### config.mk
export PLATFORM = sky130hd
export DESIGN_NAME = uart_msg_scheduler_flat
export DESIGN_NICKNAME = d
export VERILOG_FILES = /design/src/rtl/uart_msg_scheduler_if.sv /design/src/rtl/uart_msg_scheduler.sv /design/src/flat_wrapper.sv
export SDC_FILE = /design/constraint.sdc
export NUM_CORES = 1
export LEC_CHECK = 0
export ABC_AREA = 1
export CORE_AREA = 4 4 108 100
export DETAILED_ROUTE_END_ITERATION = 8
export DIE_AREA = 0 0 112 104
export SLEW_MARGIN = 25
export SYNTH_ARGS = -nofsm -noshare
export SYNTH_HDL_FRONTEND = slang
export SYNTH_SLANG_ARGS = --single-unit
### constraint.sdc
create_clock -name clk -period 2.6 [get_ports clk]
set_clock_uncertainty 0.2 [all_clocks]
set_input_delay 0.52 -clock clk [delete_from_list [all_inputs] [get_ports clk]]
set_output_delay 0.52 -clock clk [all_outputs]
set_load 0.03 [all_outputs]
### src/rtl/uart_msg_scheduler_if.sv
// rtl/uart_msg_scheduler_if.sv - transmit handshake between the scheduler and uart_tx
interface uart_msg_scheduler_if #(
   parameter int DATA_WIDTH = 8
);
   logic [DATA_WIDTH-1:0] tx_data;
   logic                  tx_valid;
   logic                  tx_ready;

   modport master (output tx_data, output tx_valid, input tx_ready);
   modport slave  (input tx_data, input tx_valid, output tx_ready);
endinterface

### src/rtl/uart_msg_scheduler.sv
// rtl/uart_msg_scheduler.sv - shares one uart_tx between sync markers and buffered edit events
// Optional byte escaping of SYNC_BYTE/ESC_BYTE events: define UART_MSG_SCHEDULER_ESCAPE_EN.
module uart_msg_scheduler #(
   parameter int                    FIFO_DEPTH = 8,
   parameter int                    DATA_WIDTH = 8,
   parameter logic [DATA_WIDTH-1:0] SYNC_BYTE  = 8'hFF,
   parameter logic [DATA_WIDTH-1:0] ESC_BYTE   = 8'hFE
) (
   input  logic                                clk,
   input  logic                                rstn,
   input  logic                                i_sync_req,
   input  logic                                i_evt_valid,
   input  logic [DATA_WIDTH-1:0]               i_evt_data,
   input  logic                                i_clr_status,
   uart_msg_scheduler_if.master                tx_if,
   output logic [$clog2(FIFO_DEPTH+1)-1:0]     o_fifo_count,
   output logic                                o_overflow,
   output logic [7:0]                          o_drop_count,
   output logic                                o_busy
);

   localparam int AW = $clog2(FIFO_DEPTH);
   localparam int CW = $clog2(FIFO_DEPTH+1);

   typedef enum logic [1:0] {
      ST_IDLE = 2'd0,
      ST_SEND = 2'd1,
      ST_ESC2 = 2'd2
   } state_t;

   // Elaboration-time parameter sanity
   if (FIFO_DEPTH < 2 || (FIFO_DEPTH & (FIFO_DEPTH - 1)) != 0) begin : g_bad_depth
      $error("FIFO_DEPTH must be a power of two, at least 2");
   end
   if (ESC_BYTE == SYNC_BYTE) begin : g_bad_esc
      $error("ESC_BYTE must differ from SYNC_BYTE");
   end

   state_t                r_state;
   state_t                w_state_nxt;
   logic [DATA_WIDTH-1:0] r_mem [FIFO_DEPTH];
   logic [AW-1:0]         r_wr_ptr;
   logic [AW-1:0]         r_rd_ptr;
   logic [CW-1:0]         r_count;
   logic                  r_sync_pending;
   logic [DATA_WIDTH-1:0] r_tx_data;
   logic                  r_tx_valid;
   logic                  r_overflow;
   logic [7:0]            r_drop_count;

   logic [DATA_WIDTH-1:0] w_tx_data_nxt;
   logic                  w_tx_valid_nxt;
   logic                  w_pop;
   logic                  w_sync_clr;
   logic                  w_push;
   logic                  w_drop;
   logic                  w_full;
   logic                  w_empty;
   logic [DATA_WIDTH-1:0] w_head;

`ifdef UART_MSG_SCHEDULER_ESCAPE_EN
   localparam logic [DATA_WIDTH-1:0] ESC_XOR = DATA_WIDTH'(32'h20);
   logic                  r_esc_flag;
   logic [DATA_WIDTH-1:0] r_esc_data;
   logic                  w_esc_flag_nxt;
   logic [DATA_WIDTH-1:0] w_esc_data_nxt;
`endif

   assign w_full  = (r_count == CW'(FIFO_DEPTH));
   assign w_empty = (r_count == '0);
   assign w_head  = r_mem[r_rd_ptr];
   // A pop in the same cycle frees the slot, so a full FIFO still accepts the push
   assign w_push  = i_evt_valid && (!w_full || w_pop);
   assign w_drop  = i_evt_valid && !w_push;

   // Arbitration only happens in IDLE; an in-flight byte is never preempted
   always_comb begin
      w_state_nxt    = r_state;
      w_tx_data_nxt  = r_tx_data;
      w_tx_valid_nxt = r_tx_valid;
      w_pop          = 1'b0;
      w_sync_clr     = 1'b0;
`ifdef UART_MSG_SCHEDULER_ESCAPE_EN
      w_esc_flag_nxt = r_esc_flag;
      w_esc_data_nxt = r_esc_data;
`endif
      case (r_state)
         ST_IDLE: begin
            if (r_sync_pending) begin
               w_tx_data_nxt  = SYNC_BYTE;
               w_tx_valid_nxt = 1'b1;
               w_sync_clr     = 1'b1;
               w_state_nxt    = ST_SEND;
            end else if (!w_empty) begin
               w_pop          = 1'b1;
               w_tx_valid_nxt = 1'b1;
               w_state_nxt    = ST_SEND;
`ifdef UART_MSG_SCHEDULER_ESCAPE_EN
               if (w_head == SYNC_BYTE || w_head == ESC_BYTE) begin
                  w_tx_data_nxt  = ESC_BYTE;
                  w_esc_flag_nxt = 1'b1;
                  w_esc_data_nxt = w_head ^ ESC_XOR;
               end else begin
                  w_tx_data_nxt  = w_head;
               end
`else
               w_tx_data_nxt  = w_head;
`endif
            end
         end
         ST_SEND: begin
            if (r_tx_valid && tx_if.tx_ready) begin
               w_tx_valid_nxt = 1'b0;
`ifdef UART_MSG_SCHEDULER_ESCAPE_EN
               if (r_esc_flag) begin
                  w_esc_flag_nxt = 1'b0;
                  w_state_nxt    = ST_ESC2;
               end else begin
                  w_state_nxt    = ST_IDLE;
               end
`else
               w_state_nxt    = ST_IDLE;
`endif
            end
         end
         ST_ESC2: begin
`ifdef UART_MSG_SCHEDULER_ESCAPE_EN
            // Second half of an escape pair; sync cannot slip in here
            w_tx_data_nxt  = r_esc_data;
            w_tx_valid_nxt = 1'b1;
            w_state_nxt    = ST_SEND;
`else
            w_state_nxt    = ST_IDLE;
`endif
         end
         default: w_state_nxt = ST_IDLE;
      endcase
   end

   // FSM state and registered transmit outputs
   always_ff @(posedge clk or negedge rstn) begin
      if (!rstn) begin
         r_state    <= ST_IDLE;
         r_tx_data  <= '0;
         r_tx_valid <= 1'b0;
`ifdef UART_MSG_SCHEDULER_ESCAPE_EN
         r_esc_flag <= 1'b0;
         r_esc_data <= '0;
`endif
      end else begin
         r_state    <= w_state_nxt;
         r_tx_data  <= w_tx_data_nxt;
         r_tx_valid <= w_tx_valid_nxt;
`ifdef UART_MSG_SCHEDULER_ESCAPE_EN
         r_esc_flag <= w_esc_flag_nxt;
         r_esc_data <= w_esc_data_nxt;
`endif
      end
   end

   // Event storage; contents need no reset because occupancy is tracked separately
   always_ff @(posedge clk) begin
      if (w_push) r_mem[r_wr_ptr] <= i_evt_data;
   end

   // FIFO pointers and occupancy
   always_ff @(posedge clk or negedge rstn) begin
      if (!rstn) begin
         r_wr_ptr <= '0;
         r_rd_ptr <= '0;
         r_count  <= '0;
      end else begin
         if (w_push) r_wr_ptr <= r_wr_ptr + AW'(1);
         if (w_pop)  r_rd_ptr <= r_rd_ptr + AW'(1);
         case ({w_push, w_pop})
            2'b10:   r_count <= r_count + CW'(1);
            2'b01:   r_count <= r_count - CW'(1);
            default: r_count <= r_count;
         endcase
      end
   end

   // Sync capture; repeated requests while pending coalesce into one marker
   always_ff @(posedge clk or negedge rstn) begin
      if (!rstn) begin
         r_sync_pending <= 1'b0;
      end else if (i_sync_req) begin
         r_sync_pending <= 1'b1;
      end else if (w_sync_clr) begin
         r_sync_pending <= 1'b0;
      end
   end

   // Drop status; a drop coinciding with clear restarts the count at one
   always_ff @(posedge clk or negedge rstn) begin
      if (!rstn) begin
         r_overflow   <= 1'b0;
         r_drop_count <= 8'd0;
      end else if (w_drop) begin
         r_overflow   <= 1'b1;
         if (i_clr_status)              r_drop_count <= 8'd1;
         else if (r_drop_count != 8'hFF) r_drop_count <= r_drop_count + 8'd1;
      end else if (i_clr_status) begin
         r_overflow   <= 1'b0;
         r_drop_count <= 8'd0;
      end
   end

   assign tx_if.tx_data  = r_tx_data;
   assign tx_if.tx_valid = r_tx_valid;
   assign o_fifo_count   = r_count;
   assign o_overflow     = r_overflow;
   assign o_drop_count   = r_drop_count;
   assign o_busy         = (r_state != ST_IDLE) || r_sync_pending || !w_empty;

endmodule

### src/flat_wrapper.sv
// flat-port wrapper written by rule: the top's interface ports become plain ports
module uart_msg_scheduler_flat 
#(
   parameter int                    FIFO_DEPTH = 8,
   parameter int                    DATA_WIDTH = 8,
   parameter logic [DATA_WIDTH-1:0] SYNC_BYTE  = 8'hFF,
   parameter logic [DATA_WIDTH-1:0] ESC_BYTE   = 8'hFE
)
  (clk, rstn, i_sync_req, i_evt_valid, i_evt_data, i_clr_status, o_fifo_count, o_overflow, o_drop_count, o_busy, tx_if_tx_data, tx_if_tx_valid, tx_if_tx_ready);
  uart_msg_scheduler_if #(.DATA_WIDTH(DATA_WIDTH)) tx_if_i ();
  input  logic clk;
  input  logic rstn;
  input  logic i_sync_req;
  input  logic i_evt_valid;
  input  logic [DATA_WIDTH-1:0] i_evt_data;
  input  logic i_clr_status;
  output logic [$clog2(FIFO_DEPTH+1)-1:0] o_fifo_count;
  output logic o_overflow;
  output logic [7:0] o_drop_count;
  output logic o_busy;
  output wire logic [$bits(tx_if_i.tx_data)-1:0] tx_if_tx_data;
  output wire logic [$bits(tx_if_i.tx_valid)-1:0] tx_if_tx_valid;
  input wire logic [$bits(tx_if_i.tx_ready)-1:0] tx_if_tx_ready;
  assign tx_if_tx_data = tx_if_i.tx_data;
  assign tx_if_tx_valid = tx_if_i.tx_valid;
  assign tx_if_i.tx_ready = tx_if_tx_ready;
  uart_msg_scheduler #(.FIFO_DEPTH(FIFO_DEPTH), .DATA_WIDTH(DATA_WIDTH), .SYNC_BYTE(SYNC_BYTE), .ESC_BYTE(ESC_BYTE)) u_core (.clk(clk), .rstn(rstn), .i_sync_req(i_sync_req), .i_evt_valid(i_evt_valid), .i_evt_data(i_evt_data), .i_clr_status(i_clr_status), .tx_if(tx_if_i), .o_fifo_count(o_fifo_count), .o_overflow(o_overflow), .o_drop_count(o_drop_count), .o_busy(o_busy));
endmodule
==> impl_results.md <==
* Run status: complete, no violations
* FP Rows at 34
* Starting DRT DRC Count at 182
* Hold Crit Class: flip-flop to flip-flop
* CP Data Arrival Time at around 1.7 ns
* Die ar. at 11600 um2
* Nets at between 400 and 500
* VDD IR max at just over 600 uV
* Maximum clock path buffer count at 2
* Worst Path Max Fanout at 5
* Share of cells above drive strength 1 at 0.109
* RePlAce Congestion at around 0.84
* WS Path Type: flip-flop to output port
* Post-CTS setup buffer count at 0
* Total global routing track utilization at 0.160
* Cts repair resizes at 0
* Post-Route Setup TNS at 0 ns
* CP max stage delay at 0.60 ns
* Root Buffer: clkbuf_8
* Initial antenna violation count at 0
* Sequential fraction of the synthesis area at 0.645
* IO Port Bufs at 36
* Final WL at between 8000 and 9000 um
* Core ar. at 9570 um2
* Post-Synthesis Net Count at 409
* Largest net degree at the start of global routing at 34
* Chip Height at about 100 um
* Detailed placer's ending HPWL at 6110 um
* Worst path slowest cell: clkdlybuf4s50_1
* CTS buffer count at 9
* Slew Viols, Final at 0
* Residual DRC count at 0
* CTS tree: built
* GR Overflow Total at 0
* CTS Sinks at 93
* Startpoint Class: flip-flop
* Via/cell ratio at approximately 4.9
* Register-to-Register Path Depth at 13
* Final worst path period share at 0.934
* Synth cell types at 31
* Unrepaired setup endpoints after global routing: false
* Vias in the first global route at roughly 2700
* Remaining antenna violation count at 0
* Cells along the critical path: nor2_4, nand3_1, clkdlybuf4s50_1
* Via count at around 2800
* Clock slew at reported path FFs at roughly 0.090 ns
* Ant. Diodes at 0
* Final count of hold timing violations at 0
* Minimum clock period at 2.43 ns
* Global-route wire length before repair at between 10000 and 15000 um
* # IOs at 37
* Initial Util at 0.429
* #FFs+latches synth at 93
* PD cells at 1000 nW/um2
* Pwr Total at between 0.004 and 0.005 W
* Total leakage power at just under 2 nW
* Cell Area, Synth at 4100 um2
* CP required at 1.88 ns
* Synth Warn # at 0
* Hold_buf cts at 0
* Worst Hold Depth at 2
* Worst slew pin tran at around 0.68 ns
* Skew-Pair Late Insertion Delay at between 0.3 and 0.4 ns
* Worst setup EP type: output port
* # setup viols final at 0
* TritonRoute pass-1 iters at 4
* Max Cap Viol at 0
* H-tree Lvls at 3
* Syn_area_per_cell at about 11 um2
* Post-Syn Instances at roughly 390
* Die width at roughly 110 um
* Max-slew headroom at 0.547
* Peak Freq at about 0.4 GHz
* DR WL/cell at 15.6 um
* Area Growth Syn to Fin at 19.1%
power by group:
group / switching, W / internal, W / leakage [nW] / total, W
Sequential: 0.000218 / 0.00187 / 0.927 / 0.00208
Combinational: 0.00109 / 0.000573 / 0.899 / 0.00166
Clock: 0.000513 / 0.000646 / 0.124 / 0.00116
Total: 0.00182 / 0.00308 / 1.95 / 0.00490
layout make-up:
cell class / instances / area, um2
fill: 871 / 4680
sequential: 93 / 2650
multi-input combinational: 250 / 1250
timing repair buffer: 50 / 465
tap: 126 / 158
clock buffer: 9 / 124
inverter: 33 / 124
clock inverter: 7 / 121
cell usage after synthesis, drive strengths merged:
master / instances / area share
edfxtp: 64 / 0.47
inv: 31 / 0.028
xnor2: 1 / 0.0021
nand2: 113 / 0.11
a21oi: 2 / 0.0034
clkbuf: 1 / 0.0012
nand4: 2 / 0.0030
dfrtp: 29 / 0.18
nand3b: 1 / 0.0018
fa: 1 / 0.0049
nor3: 1 / 0.0012
xor2: 4 / 0.0085
nand3: 80 / 0.10
a21o: 2 / 0.0037
nor2: 19 / 0.025
ha: 5 / 0.015
or2: 1 / 0.0021
o21bai: 1 / 0.0018
buf: 12 / 0.019
o21ai: 17 / 0.021
clkinv: 2 / 0.0018
registers in the layout, summed over array words and instances (netlist names):
register	count
u_core.r_sync_pending	1
u_core.r_wr_ptr	3
u_core.r_rd_ptr	3
u_core.o_overflow	1
u_core.tx_if.tx_data	8
u_core.r_mem	64
u_core.r_state	1
u_core.o_drop_count	8
u_core.o_fifo_count	4
metrics by stage:
| stage | instance area [um2] | std cells | hold slack (ns) | worst slack [ns] | util |
|---|---|---|---|---|---|
| after floorplan | 4100 | 389 | 0.0244 | 0.450 | - |
| after global placement | 4640 | 552 | 0.267 | 0.228 | 0.485 |
| after detailed placement | 4640 | 552 | 0.273 | 0.197 | 0.485 |
| after CTS | 4890 | 568 | 0.300 | 0.142 | 0.511 |
| after global routing | 4890 | 568 | 0.327 | 0.0681 | 0.511 |
| final | 4890 | 568 | 0.296 | 0.171 | 0.511 |
critical path: cells and delay by family, from the launching register on:
| kind | cells | cell delay [ns] |
|---|---|---|
| buffers and inverters | 1 | 0.60 |
| DFF | 1 | 0.47 |
| and+or+nand+nor | 2 | 0.29 |
cells by family after synthesis:
kind of cell               after synthesis  share of synthesized area
DFF                                     93                      0.645
adders and majority gates                6                     0.0201
AOI/OAI and AO/OA                       22                     0.0296
buffers and inverters                   46                     0.0506
and+or+nand+nor                        217                      0.244
xor gates and xnor gates                 5                     0.0107
layout by cell type (no fill, tap or decap):
cell,Yosys,final
o21ai_1,11,11
nand2_2,6,6
bufinv_16,0,3
a21oi_2,1,1
nand3_4,1,1
clkdlybuf4s50_1,0,36
inv_1,28,28
inv_2,3,3
clkinv_4,0,1
nand2_4,1,1
xor2_1,4,4
clkinv_1,2,2
nand2_1,106,106
dfrtp_1,29,29
nand3_2,1,1
nand4_1,2,2
fa_1,1,1
nor2_1,15,15
inv_6,0,2
o21ai_0,6,6
or2_4,1,1
nor2_4,4,4
buf_4,5,14
ha_1,5,5
nand3b_1,1,1
clkinv_2,0,1
xnor2_1,1,1
a21oi_1,1,1
nor3_1,1,1
a21o_1,2,2
nand3_1,78,78
o21bai_1,1,1
edfxtp_1,64,64
clkbuf_8,0,9
final timing paths:
check,to,startpoint,slack [ns]
min in group asynchronous,u_core.o_fifo_count[1],rstn,0.36
worst min-delay path,u_core.tx_if.tx_data[6],u_core.tx_if.tx_data[6],0.30
worst max-delay path,o_busy,u_core.o_fifo_count[0],0.17
worst max register to register,u_core.o_fifo_count[3],u_core.o_fifo_count[0],0.30
worst min register to register,u_core.tx_if.tx_data[6],u_core.tx_if.tx_data[6],0.30
max in group asynchronous,u_core.o_drop_count[2],rstn,1.55
per-layer routing:
metal	global-route usage	vias to the layer above	part of all wire
met1	0.235	1306	0.48
met4	0.0412	0	0.0080
met5	0	-	0
met3	0.0512	4	0.069
met2	0.229	77	0.44
li1	-	1405	-
No activity file was read; power rests on OpenSTA's default activity.
